File: src/rtl/decode_ctrl_stage_pkg.sv
// Shared decode definitions for the RV32I decode/control stage:
// opcodes, ALU operation codes, immediate formats and the control bundle.
package riscv_ctrl_pkg;

  localparam logic [6:0] OPC_NOP    = 7'b0000000;
  localparam logic [6:0] OPC_LOAD   = 7'b0000011;
  localparam logic [6:0] OPC_STORE  = 7'b0100011;
  localparam logic [6:0] OPC_OP     = 7'b0110011;
  localparam logic [6:0] OPC_OP_IMM = 7'b0010011;
  localparam logic [6:0] OPC_BRANCH = 7'b1100011;
  localparam logic [6:0] OPC_LUI    = 7'b0110111;
  localparam logic [6:0] OPC_AUIPC  = 7'b0010111;
  localparam logic [6:0] OPC_JAL    = 7'b1101111;
  localparam logic [6:0] OPC_JALR   = 7'b1100111;

  localparam logic [3:0] ALU_NONE     = 4'b0000;
  localparam logic [3:0] ALU_ADD      = 4'b0001;
  localparam logic [3:0] ALU_SUB      = 4'b0010;
  localparam logic [3:0] ALU_AND      = 4'b0011;
  localparam logic [3:0] ALU_OR       = 4'b0100;
  localparam logic [3:0] ALU_XOR      = 4'b0101;
  localparam logic [3:0] ALU_SLL      = 4'b0110;
  localparam logic [3:0] ALU_SRL      = 4'b0111;
  localparam logic [3:0] ALU_SRA      = 4'b1000;
  localparam logic [3:0] ALU_SLT      = 4'b1001;
  localparam logic [3:0] ALU_SLTU     = 4'b1010;
  localparam logic [3:0] ALU_PASS_IMM = 4'b1011;

  typedef enum logic [2:0] {
    IMM_NONE,
    IMM_I,
    IMM_S,
    IMM_B,
    IMM_U,
    IMM_J
  } imm_fmt_e;

  typedef struct packed {
    logic [3:0] alu;
    logic       is_load;
    logic       is_store;
    logic       write_en;
    logic       illegal;
    logic [4:0] rd;
    logic [4:0] rs1;
    logic [4:0] rs2;
  } ctrl_bundle_t;

  // alt selects SUB/SRA; callers decide when instr[30] is meaningful.
  function automatic logic [3:0] alu_from_funct3(input logic [2:0] f3, input logic alt);
    case (f3)
      3'b000:  return alt ? ALU_SUB : ALU_ADD;
      3'b001:  return ALU_SLL;
      3'b010:  return ALU_SLT;
      3'b011:  return ALU_SLTU;
      3'b100:  return ALU_XOR;
      3'b101:  return alt ? ALU_SRA : ALU_SRL;
      3'b110:  return ALU_OR;
      default: return ALU_AND;
    endcase
  endfunction

endpackage

File: src/rtl/decode_ctrl_stage_imm_gen.sv
// Combinational immediate generator: extracts the immediate for the given
// format and sign-extends it from instr[31] to XLEN.
module imm_gen
  import riscv_ctrl_pkg::*;
#(
  parameter int unsigned XLEN = 32
) (
  input  logic [31:0]     instr,
  input  imm_fmt_e        fmt,
  output logic [XLEN-1:0] imm
);

  logic unused_opcode;
  assign unused_opcode = ^instr[6:0];

  always_comb begin
    imm = '0;
    case (fmt)
      IMM_I: imm = {{(XLEN-12){instr[31]}}, instr[31:20]};
      IMM_S: imm = {{(XLEN-12){instr[31]}}, instr[31:25], instr[11:7]};
      IMM_B: imm = {{(XLEN-13){instr[31]}}, instr[31], instr[7], instr[30:25],
                    instr[11:8], 1'b0};
      IMM_U: imm = {{(XLEN-32){instr[31]}}, instr[31:12], 12'b0};
      IMM_J: imm = {{(XLEN-21){instr[31]}}, instr[31], instr[19:12], instr[20],
                    instr[30:21], 1'b0};
      default: imm = '0;
    endcase
  end

endmodule

File: src/rtl/decode_ctrl_stage.sv
// Registered RV32I decode/control stage with valid/ready handshake,
// load-use bubble insertion, flush and a saturating stall counter.
module decode_ctrl_stage
  import riscv_ctrl_pkg::*;
#(
  parameter int unsigned XLEN     = 32,
  parameter int unsigned ALU_OP_W = 4,
  parameter int unsigned CNT_W    = 16
) (
  input  logic                clk,
  input  logic                rst,
  input  logic                in_valid,
  output logic                in_ready,
  input  logic [31:0]         instr,
  input  logic                flush,
  output logic                out_valid,
  input  logic                out_ready,
  output logic [XLEN-1:0]     imm_ext,
  output logic [ALU_OP_W-1:0] alu_opcode,
  output logic                is_load,
  output logic                is_store,
  output logic                write_en,
  output logic [4:0]          rd,
  output logic [4:0]          rs1,
  output logic [4:0]          rs2,
  output logic                illegal,
  output logic [CNT_W-1:0]    stall_count
);

  ctrl_bundle_t    dec;
  ctrl_bundle_t    bundle_q;
  imm_fmt_e        fmt;
  logic [XLEN-1:0] dec_imm;
  logic [XLEN-1:0] imm_q;
  logic            valid_q;
  logic [CNT_W-1:0] stall_q;
  logic            rs2_used;
  logic            adv;
  logic            hazard;
  logic            capture;
  logic            stall_event;

  always_comb begin
    dec      = '0;
    fmt      = IMM_NONE;
    rs2_used = 1'b0;
    dec.rd   = instr[11:7];
    dec.rs1  = instr[19:15];
    dec.rs2  = instr[24:20];
    case (instr[6:0])
      OPC_LOAD: begin
        dec.alu      = ALU_NONE;
        dec.is_load  = 1'b1;
        dec.write_en = 1'b1;
        fmt          = IMM_I;
      end
      OPC_STORE: begin
        dec.alu      = ALU_ADD;
        dec.is_store = 1'b1;
        fmt          = IMM_S;
        rs2_used     = 1'b1;
      end
      OPC_OP: begin
        dec.alu      = alu_from_funct3(instr[14:12], instr[30]);
        dec.write_en = 1'b1;
        rs2_used     = 1'b1;
      end
      OPC_OP_IMM: begin
        // instr[30] is part of the immediate except for shift-right.
        dec.alu      = alu_from_funct3(instr[14:12],
                                       (instr[14:12] == 3'b101) && instr[30]);
        dec.write_en = 1'b1;
        fmt          = IMM_I;
      end
      OPC_BRANCH: begin
        dec.alu  = ALU_SUB;
        fmt      = IMM_B;
        rs2_used = 1'b1;
      end
      OPC_LUI: begin
        dec.alu      = ALU_PASS_IMM;
        dec.write_en = 1'b1;
        fmt          = IMM_U;
      end
      OPC_AUIPC: begin
        dec.alu      = ALU_ADD;
        dec.write_en = 1'b1;
        fmt          = IMM_U;
      end
      OPC_JAL: begin
        dec.alu      = ALU_ADD;
        dec.write_en = 1'b1;
        fmt          = IMM_J;
      end
      OPC_JALR: begin
        dec.alu      = ALU_ADD;
        dec.write_en = 1'b1;
        fmt          = IMM_I;
      end
      OPC_NOP: begin
        dec.alu = ALU_NONE;
      end
      default: begin
        dec.illegal = 1'b1;
      end
    endcase
    if (dec.rd == 5'd0) dec.write_en = 1'b0;
  end

  imm_gen #(.XLEN(XLEN)) u_imm_gen (
    .instr (instr),
    .fmt   (fmt),
    .imm   (dec_imm)
  );

  assign adv    = !valid_q || out_ready;
  assign hazard = valid_q && bundle_q.is_load && (bundle_q.rd != 5'd0) &&
                  ((instr[19:15] == bundle_q.rd) ||
                   (rs2_used && (instr[24:20] == bundle_q.rd)));
  assign in_ready    = !rst && adv && !hazard && !flush;
  assign capture     = in_valid && in_ready;
  // A bubble only counts when a dependent instruction is actually waiting.
  assign stall_event = hazard && out_ready && in_valid && !flush;

  always_ff @(posedge clk) begin
    if (rst) begin
      valid_q  <= 1'b0;
      bundle_q <= '0;
      imm_q    <= '0;
      stall_q  <= '0;
    end else begin
      if (flush) begin
        valid_q  <= 1'b0;
        bundle_q <= '0;
        imm_q    <= '0;
      end else if (capture) begin
        valid_q  <= 1'b1;
        bundle_q <= dec;
        imm_q    <= dec_imm;
      end else if (adv) begin
        valid_q  <= 1'b0;
        bundle_q <= '0;
        imm_q    <= '0;
      end
      if (stall_event && (stall_q != '1)) stall_q <= stall_q + CNT_W'(1);
    end
  end

  assign out_valid   = valid_q;
  assign imm_ext     = imm_q;
  assign alu_opcode  = ALU_OP_W'(bundle_q.alu);
  assign is_load     = bundle_q.is_load;
  assign is_store    = bundle_q.is_store;
  assign write_en    = bundle_q.write_en;
  assign illegal     = bundle_q.illegal;
  assign rd          = bundle_q.rd;
  assign rs1         = bundle_q.rs1;
  assign rs2         = bundle_q.rs2;
  assign stall_count = stall_q;

endmodule

File: config.mk
export PLATFORM = sky130hd
export DESIGN_NAME = decode_ctrl_stage
export DESIGN_NICKNAME = d
export VERILOG_FILES = /design/src/rtl/decode_ctrl_stage_pkg.sv /design/src/rtl/decode_ctrl_stage_imm_gen.sv /design/src/rtl/decode_ctrl_stage.sv
export SDC_FILE = /design/constraint.sdc
export NUM_CORES = 1
export LEC_CHECK = 0
export CAP_MARGIN = 20
export CORE_MARGIN = 5
export CORE_UTILIZATION = 37
export CTS_BUF_LIST = sky130_fd_sc_hd__clkbuf_8
export DETAILED_ROUTE_END_ITERATION = 7
export PLACE_DENSITY_LB_ADDON = 0.12
export SLEW_MARGIN = 5
export SYNTH_ARGS = -nofsm -noshare
export SYNTH_HDL_FRONTEND = slang
export SYNTH_HIERARCHICAL = 1
export SYNTH_SLANG_ARGS = --single-unit
File: constraint.sdc
create_clock -name clk -period 4.91 [get_ports clk]
set_clock_uncertainty 0.1 [all_clocks]
set_input_delay 1.2275 -clock clk [delete_from_list [all_inputs] [get_ports clk]]
set_output_delay 1.2275 -clock clk [all_outputs]
set_load 0.1 [all_outputs]
---- Yosys cells after proc, flatten, opt, wreduce, memory -nomap -nowiden ----
Index checks and enable logic that the tools add are counted.
cells by class
  add/subtract/negate cells ............... 1
  equal/unequal tests ..................... 23
  mux-type cells .......................... 21
  reduce and logical (&&, ||, !) cells .... 31
operators with widths
  cell                     number
  $pmux W32 S5             1
  $mux W32                 2
  $pmux W4 S7              2
  $mux W23                 2
  $eq A7 B6 Y1 const B     3
  $eq A7 B7 Y1 const B     3
  $pmux W4 S5              1
  $add A16 B1 Y16 const B  1
  $ne A16 B16 Y1 const B   1
  $eq A3 B3 Y1 const B     5
  $pmux W3 S5              1
  $eq A7 B5 Y1 const B     2
  $logic_and A1 B1 Y1      13
  $eq A3 B2 Y1 const B     4
  $eq A5 B5 Y1             2
  $reduce_or A10 Y1        1
  $mux W1                  8
  $mux W4                  2
  $eq A7 B2 Y1 const B     1
  $logic_not A7 Y1         1
  $reduce_or A7 Y1         1
  $eq A3 B1 Y1 const B     2
  $reduce_or A3 Y1         2
  $logic_not A5 Y1         1
  other kinds (8)          14
storage, ports and cells
  register bits after elaboration ......... 72
  logic and storage cells ................. 87

---- Logic depth before layout (Yosys ltp) ----
Gate-level depths: netlist of run 1.
  depth after elaboration ................. 11
  mapped depth ............................ 10
  gate-level depth less buffers ........... 7

---- Cells and area by module ----
Netlist of run 1, hierarchy kept.
by module, submodules not included
  module             instances  cells an instance  area an instance (um^2)  sequential area each (um^2)
  decode_ctrl_stage  1          310                3,071.7                  1,441.4
  imm_gen            1          70                 531.8                    0.0

---- Worst setup path before layout of run 1 ----
No wires, ideal clock.
  kind .................................... input to output
  start ................................... input port instr[2]
  end ..................................... output port in_ready
  arrival time ............................ 3.556 ns
  setup slack ............................. 0.027 ns
  cell stages on the path ................. 8
  path buffers ............................ 3
  cell sequence ........................... buf_6 -> and4bb_4 -> nand3_2 -> a2bb2oi_2 -> buf_2 -> buf_2 -> nor2_1 -> nor2_1
on the way
  cells in the longest elaborated chain, start to end .. 9
RTL lines
  item                                          RTL line                  source
  start, declared                               decode_ctrl_stage.sv:14   input logic [31:0] instr,
  $eq A7 B6 Y1 or $eq A7 B7 Y1 (tied branches)  decode_ctrl_stage.sv:50   case (instr[6:0])
  $reduce_or A3 Y1 (no source line) *           --
  $mux W1 *                                     decode_ctrl_stage.sv:50
  $logic_and A1 B1 Y1 *                         decode_ctrl_stage.sv:119  (rs2_used && (instr[24:20] == bundle_q.rd)));
  $logic_or A1 B1 Y1 *                          decode_ctrl_stage.sv:118  ((instr[19:15] == bundle_q.rd) ||
  $logic_and A1 B1 Y1 *                         decode_ctrl_stage.sv:117  assign hazard = valid_q && bundle_q.is_load && (bundle_q.rd != 5'd0) &&
  $logic_not A1 Y1 *                            decode_ctrl_stage.sv:120  assign in_ready = !rst && adv && !hazard && !flush;
  $logic_and A1 B1 Y1 * (2 in a row)            decode_ctrl_stage.sv:120
  end, declared                                 decode_ctrl_stage.sv:13   output logic in_ready,
Mark *: on every way between the ends. The rest lies on a longest branch, timed or not.

---- Final worst setup path of run 1 ----
  start ................................... input port instr[5]
  end ..................................... output port in_ready
The elaborated chain is that of the path after synthesis.

==> results of run 1 <==
==> routing by layer <==
layer | global-route usage, % | up-vias | part of all wire (%)
li1 | - | 1659 | -
met1 | 23.71 | 1585 | 48
met2 | 25.29 | 85 | 46
met3 | 5.269 | 2 | 6.2
met4 | 4.238 | 0 | 0.24
met5 | 0 | - | 0
==> how the worst max path moves through the flow <==
stage	end	from	cells after the start
floorplan	in_ready	instr[2]	8
global placement	in_ready	instr[5]	7
detailed placement	in_ready	instr[5]	7
CTS	in_ready	instr[5]	7
global route	in_ready	instr[5]	7
finish	in_ready	instr[5]	7
==> final cells by class <==
cell class              count  area share [%]
flip-flops and latches     72           29.11
well taps                 133           3.361
clock inverters             7           2.426
multi-input cells         270           39.30
inverters                   4          0.3033
clock buffers               9           2.502
repair buffers            114           23.00
==> sequential cells by signal, summed over array words and instances (netlist names) <==
register     count
is_load          1
write_en         1
is_store         1
stall_count     16
imm_ext         32
rd               5
illegal          1
alu_opcode       4
out_valid        1
rs2              5
rs1              5
==> cells in the mapped netlist (7+ instances only) <==
master / instances
clkbuf_1: 11
nand4bb_1: 12
a22o_1: 56
or4_1: 16
dfxtp_1: 72
o31ai_1: 14
buf_2: 9
a21boi_0: 7
o2bb2ai_1: 9
nor2_1: 12
nand2_1: 16
nand3_1: 21
a21oi_1: 22
==> through the flow <==
| stage | hold slack [ns] | instance area, um2 | utilization [%] | instances | setup WS [ns] |
|---|---|---|---|---|---|
| floorplan | 0.8417 | 3603 | - | 380 | 0.02686 |
| global placement | 0.3616 | 4707 | 48.83 | 593 | 0.6198 |
| detailed placement | 0.3639 | 4707 | 48.83 | 593 | 0.5812 |
| CTS | 0.3863 | 4951 | 51.36 | 609 | 0.5819 |
| global route | 0.4031 | 4951 | 51.36 | 609 | 0.4779 |
| finish | 0.3813 | 4951 | 51.36 | 609 | 0.6015 |
==> kinds of logic (layout without fill, tap and decap cells) <==
kind of cell,count (synthesis),count (layout),synth area share [%]
AND/OR/NAND/NOR,123,123,21.81
buffers and inverters,38,134,6.180
multiplexers,2,2,0.5556
adder cells (fa/ha/maj),1,1,0.3472
AO/OA/AOI/OAI,134,134,28.68
flip-flops,72,72,40.00
XOR/XNOR,10,10,2.430
==> power groups by stage <==
stage / combinational (mW) / clock [mW] / sequential, mW
detailed placement: 0.159 / 0 / 0.607
global route: 0.169 / 0.619 / 0.594
global placement: 0.159 / 0 / 0.607
finish: 0.159 / 0.575 / 0.594
floorplan: 0.0571 / 0 / 0.646
CTS: 0.160 / 0.591 / 0.594
==> flow_summary.ini, run 1 <==
[setup_path]
cp_max_fo = 11
ff2ff_path_depth = 6
path_common_cell = nor2_1
crit_arrival_ns = 2.98
r2r-start = rd[0]
r2r_end = is_store
critPathMaxStageDelay_ns = 0.67
slowest_stage = clkdlybuf4s50_1
cp_top_family = buffers and inverters
crit_required_ns = 3.58
path_cells = clkdlybuf4s50_1, a21boi_0, nand4_1, a2bb2oi_2, nor2_1, nor2_1, buf_12
critPathLaunchType = input pin
setup.worst_path.class = in -> out
endpoint_kind = primary output
r2r_slack_ns = 2.25
cp.buffers_inverters = 2

[final_layout]
multi_input_area_mm2 = 0.001946
antenna_cells = 0
fill_cells = 931
mostFrequentLayoutCells = clkdlybuf4s50_1 (108), dfxtp_1 (72), a22o_1 (56), a21oi_1 (22), nand3_1 (21)
syn_to_final_growth_pct = 37.40
final_common_cell = clkdlybuf4s50_1
drive_gt1_share_pct = 6.933
num-nets-final = 509
regArea_mm2 = 0.001441

[sta]
fmax_mhz = 232.1
rsz0062_at_grt = no
drv_slew = 0
hold_viol = 0
fin_setup_tns_ns = 0
fin_crit_ns = 4.309
maxSlewHeadroom_pct = 27.18
tightest_slew_ns = 1.092
setup-violations-final = 0
fin_crit_sh_pct = 87.75

[synthesis]
synth_fp_nets = 418
synth_area_leader_cell = dfxtp_1
yosysSeqAreaShare_pct = 40.00
syn_area_mm2 = 0.003603
avgSynthCellArea_um2 = 9.483
synth_edf_count = 0
synth_seq_cells = 72
ys_warn_count = 6
ys_async_sr_fraction_pct = 0
netlist_instances = 380
synth.area.top_cells = dfxtp_1 (40%), a22o_1 (14%), nand4bb_1 (3.7%)
ys.flop_type = dfxtp_1
synth.top_cell.area_share_pct = 40.00
ys_types = 58

[pwr]
p_leak_nw = 1.717
ir_drop_mv = 0.1436
p_per_area_mw_per_mm2 = 268.3
power.total_mw = 1.328
p_int_uw = 986.4
netSwitchingPower_uw = 341.8
p_clk_share_pct = 43.3
swShare_pct = 25.73
p_seq_share_pct = 44.7
combPwrFrac_pct = 12.0

[detailed_routing]
drc = 0
wl_um = 10200
wl_per_cell_um = 16.76
viasPerCell = 5.470
vias = 3331
ant_nets = 0
dr.pass1.iters = 5
drt_iter0_drc = 106

[grt]
grt_first_pass_wirelength_um = 15840
grt_pass1_vias = 3076
antenna_found_initial = 0
grt_max_degree = 57
grt_use_total_pct = 16.91
grt_overflow = 0

[clocking]
h-tree-depth = 3
cts.sinks = 72
cts_hold_buf = 0
cts_tree = built
cts_buffers = 9
cts_buffer_depth = 2
cts_setup_buffers = 0
clkTransAtPathRegs_ns = 0.09
clk_latency_ns = 0.34
post_cts_resized = 0
cts_root_buf = clkbuf_8

[min_path]
whs_endpoint = imm_ext[28]
holdCritStartpoint = imm_ext[28]
hold_path_class = reg -> reg
hold_path_depth = 1

[floorplanning]
ios = 110
die-area_mm2 = 0.01181
die_x_um = 108.7
rows = 36
core_area_mm2 = 0.009639
fp.dieH_um = 108.7
initial_core_util_pct = 37.38

[run_status]
status = finished clean

[placement]
gp_congestion = 0.8320
dpl.hpwl_um = 7070
portBuffers = 109

[job]
drv_cap = 0
No activity file was read; power rests on OpenSTA's default activity.
==> run 2: changes to the inputs <==
CTS_BUF_LIST = sky130_fd_sc_hd__clkbuf_2 sky130_fd_sc_hd__clkbuf_4 sky130_fd_sc_hd__clkbuf_8   (was sky130_fd_sc_hd__clkbuf_8)
==> results of run 2 <==
The final DEF is identical to that of run 1; final timing and power are the same.
==> run 3: changes to the inputs <==
CORE_UTILIZATION = 52   (was 37)
CTS_CLUSTER_DIAMETER = 60   (was unset)
==> run 3 against run 2 <==
Effect of this change:
- sequential power hardly changed
- flip-flop and latch count is the same
- critical path depth unchanged
- utilization increased by 21 points
- worst hold slack worse by 0.0012 ns
- first-iteration DRC count grew 80%
- combinational power hardly changed
- critical endpoint unchanged
==> flow_summary.ini, run 3 (synthesis gave the netlist of run 1 again) <==
[run_status]
status = finished clean

[floorplanning]
rows = 30
core_area_mm2 = 0.006756
ios = 110
fp.dieH_um = 93.25
die-area_mm2 = 0.008695
initial_core_util_pct = 53.33
die_x_um = 93.25

[clocking]
cts_tree = built
cts_setup_buffers = 0
cts_hold_buf = 0
cts.sinks = 72
h-tree-depth = 3
clk_latency_ns = 0.34
cts_buffers = 9
clkTransAtPathRegs_ns = 0.07
cts_root_buf = clkbuf_8
post_cts_resized = 0
cts_buffer_depth = 2

[placement]
portBuffers = 109
dp_cells = 540
place_ws_ns = 0.6252
dpl.hpwl_um = 6952
gp_congestion = 0.8312

[sta]
fmax_mhz = 232.9
setup_slack_ns = 0.6163
hold_viol = 0
drv_slew = 0
fin_setup_tns_ns = 0
setup-violations-final = 0
fin_crit_sh_pct = 87.45
tightest_slew_ns = 1.066
maxSlewHeadroom_pct = 28.95
fin_crit_ns = 4.294
rsz0062_at_grt = no

[pwr]
p_leak_nw = 1.710
swShare_pct = 25.77
power.total_mw = 1.273
p_seq_share_pct = 46.6
combPwrFrac_pct = 12.5
p_per_area_mw_per_mm2 = 262.0
ir_drop_mv = 0.1597
p_clk_share_pct = 40.9
p_int_uw = 945.3
netSwitchingPower_uw = 328.2

[grt]
antenna_found_initial = 0
grt_first_pass_wirelength_um = 15990
grt_max_degree = 57
grt_overflow = 0
grt_use_total_pct = 22.66
grt_pass1_vias = 3248

[detailed_routing]
ant_nets = 0
wl_um = 9958
drt_iter0_drc = 191
drc = 0
dr.pass1.iters = 5
vias = 3432
viasPerCell = 6.173
wl_per_cell_um = 17.91

[final_layout]
syn_to_final_growth_pct = 34.90
final_common_cell = clkdlybuf4s50_1
largest_register_ffs = 32
multi_input_area_mm2 = 0.001946
mostFrequentLayoutCells = clkdlybuf4s50_1 (108), dfxtp_1 (72), a22o_1 (56), a21oi_1 (22), nand3_1 (21)
drive_gt1_share_pct = 6.933
fill_cells = 507
regArea_mm2 = 0.001441
num-nets-final = 509
antenna_cells = 0
instances_no_fill = 556

[setup_path]
crit_arrival_ns = 2.97
endpoint_kind = primary output
crit_required_ns = 3.58
r2r-start = rd[0]
crit_start = instr[6]
setup.worst_path.class = in -> out
critPathLaunchType = input pin
cp_max_fo = 12

[job]
drv_cap = 0

[min_path]
hold_path_class = reg -> reg
holdCritStartpoint = imm_ext[5]
run 3: cell types whose count changed in the layout (fill, tap and decap cells not counted):
cell / previous run / this run
clkinv_2: 1 / 3
bufinv_16: 3 / 2
clkinv_4: 2 / 0
clkbuf_8: 9 / 10
run 3: power groups by stage:
stage | logic, mW | registers, mW | clock network (mW)
after floorplan | 0.0571 | 0.646 | 0
after global placement | 0.156 | 0.607 | 0
after detailed placement | 0.158 | 0.607 | 0
after CTS | 0.159 | 0.594 | 0.528
after global routing | 0.167 | 0.594 | 0.556
final | 0.159 | 0.594 | 0.521
run 3: path summary, 6_finish.rpt:
kind           endpoint  slack (ns)  cells after the start
max            in_ready        0.62                      7
min          imm_ext[5]        0.38                      1
max reg2reg    is_store        2.19                      6
min reg2reg  imm_ext[5]        0.38                      1
run 3: through the flow:
stage | instance area [um2] | util, % | hold WS, ns
global placement | 4641 | 68.69 | 0.3610
global route | 4861 | 71.94 | 0.3974
CTS | 4861 | 71.94 | 0.3852
detailed placement | 4641 | 68.69 | 0.3634
finish | 4861 | 71.94 | 0.3802
floorplan | 3603 | - | 0.8417
run 3: worst max-delay path: stages:
cell and delay, ns:
clkdlybuf4s50_1 0.70, a21boi_0 0.18, nand4_1 0.14, a2bb2oi_2 0.19, nor2_1 0.08, nor2_1 0.22, buf_12 0.21
run 3: cell type report:
type / count / area share, %
Multi-Input combinational cell: 270 / 40.03
Sequential cell: 72 / 29.65
Timing Repair Buffer: 114 / 23.42
Clock buffer: 10 / 2.831
Tap cell: 80 / 2.059
Clock inverter: 6 / 1.699
Inverter: 4 / 0.3089
run 3: metal layers:
| layer | track usage [%] | wire [um] |
|---|---|---|
| met1 | 29.51 | 4345 |
| met2 | 37.05 | 4870 |
| met3 | 5.390 | 657 |
| met4 | 6.960 | 85 |
| met5 | 0 | 0 |
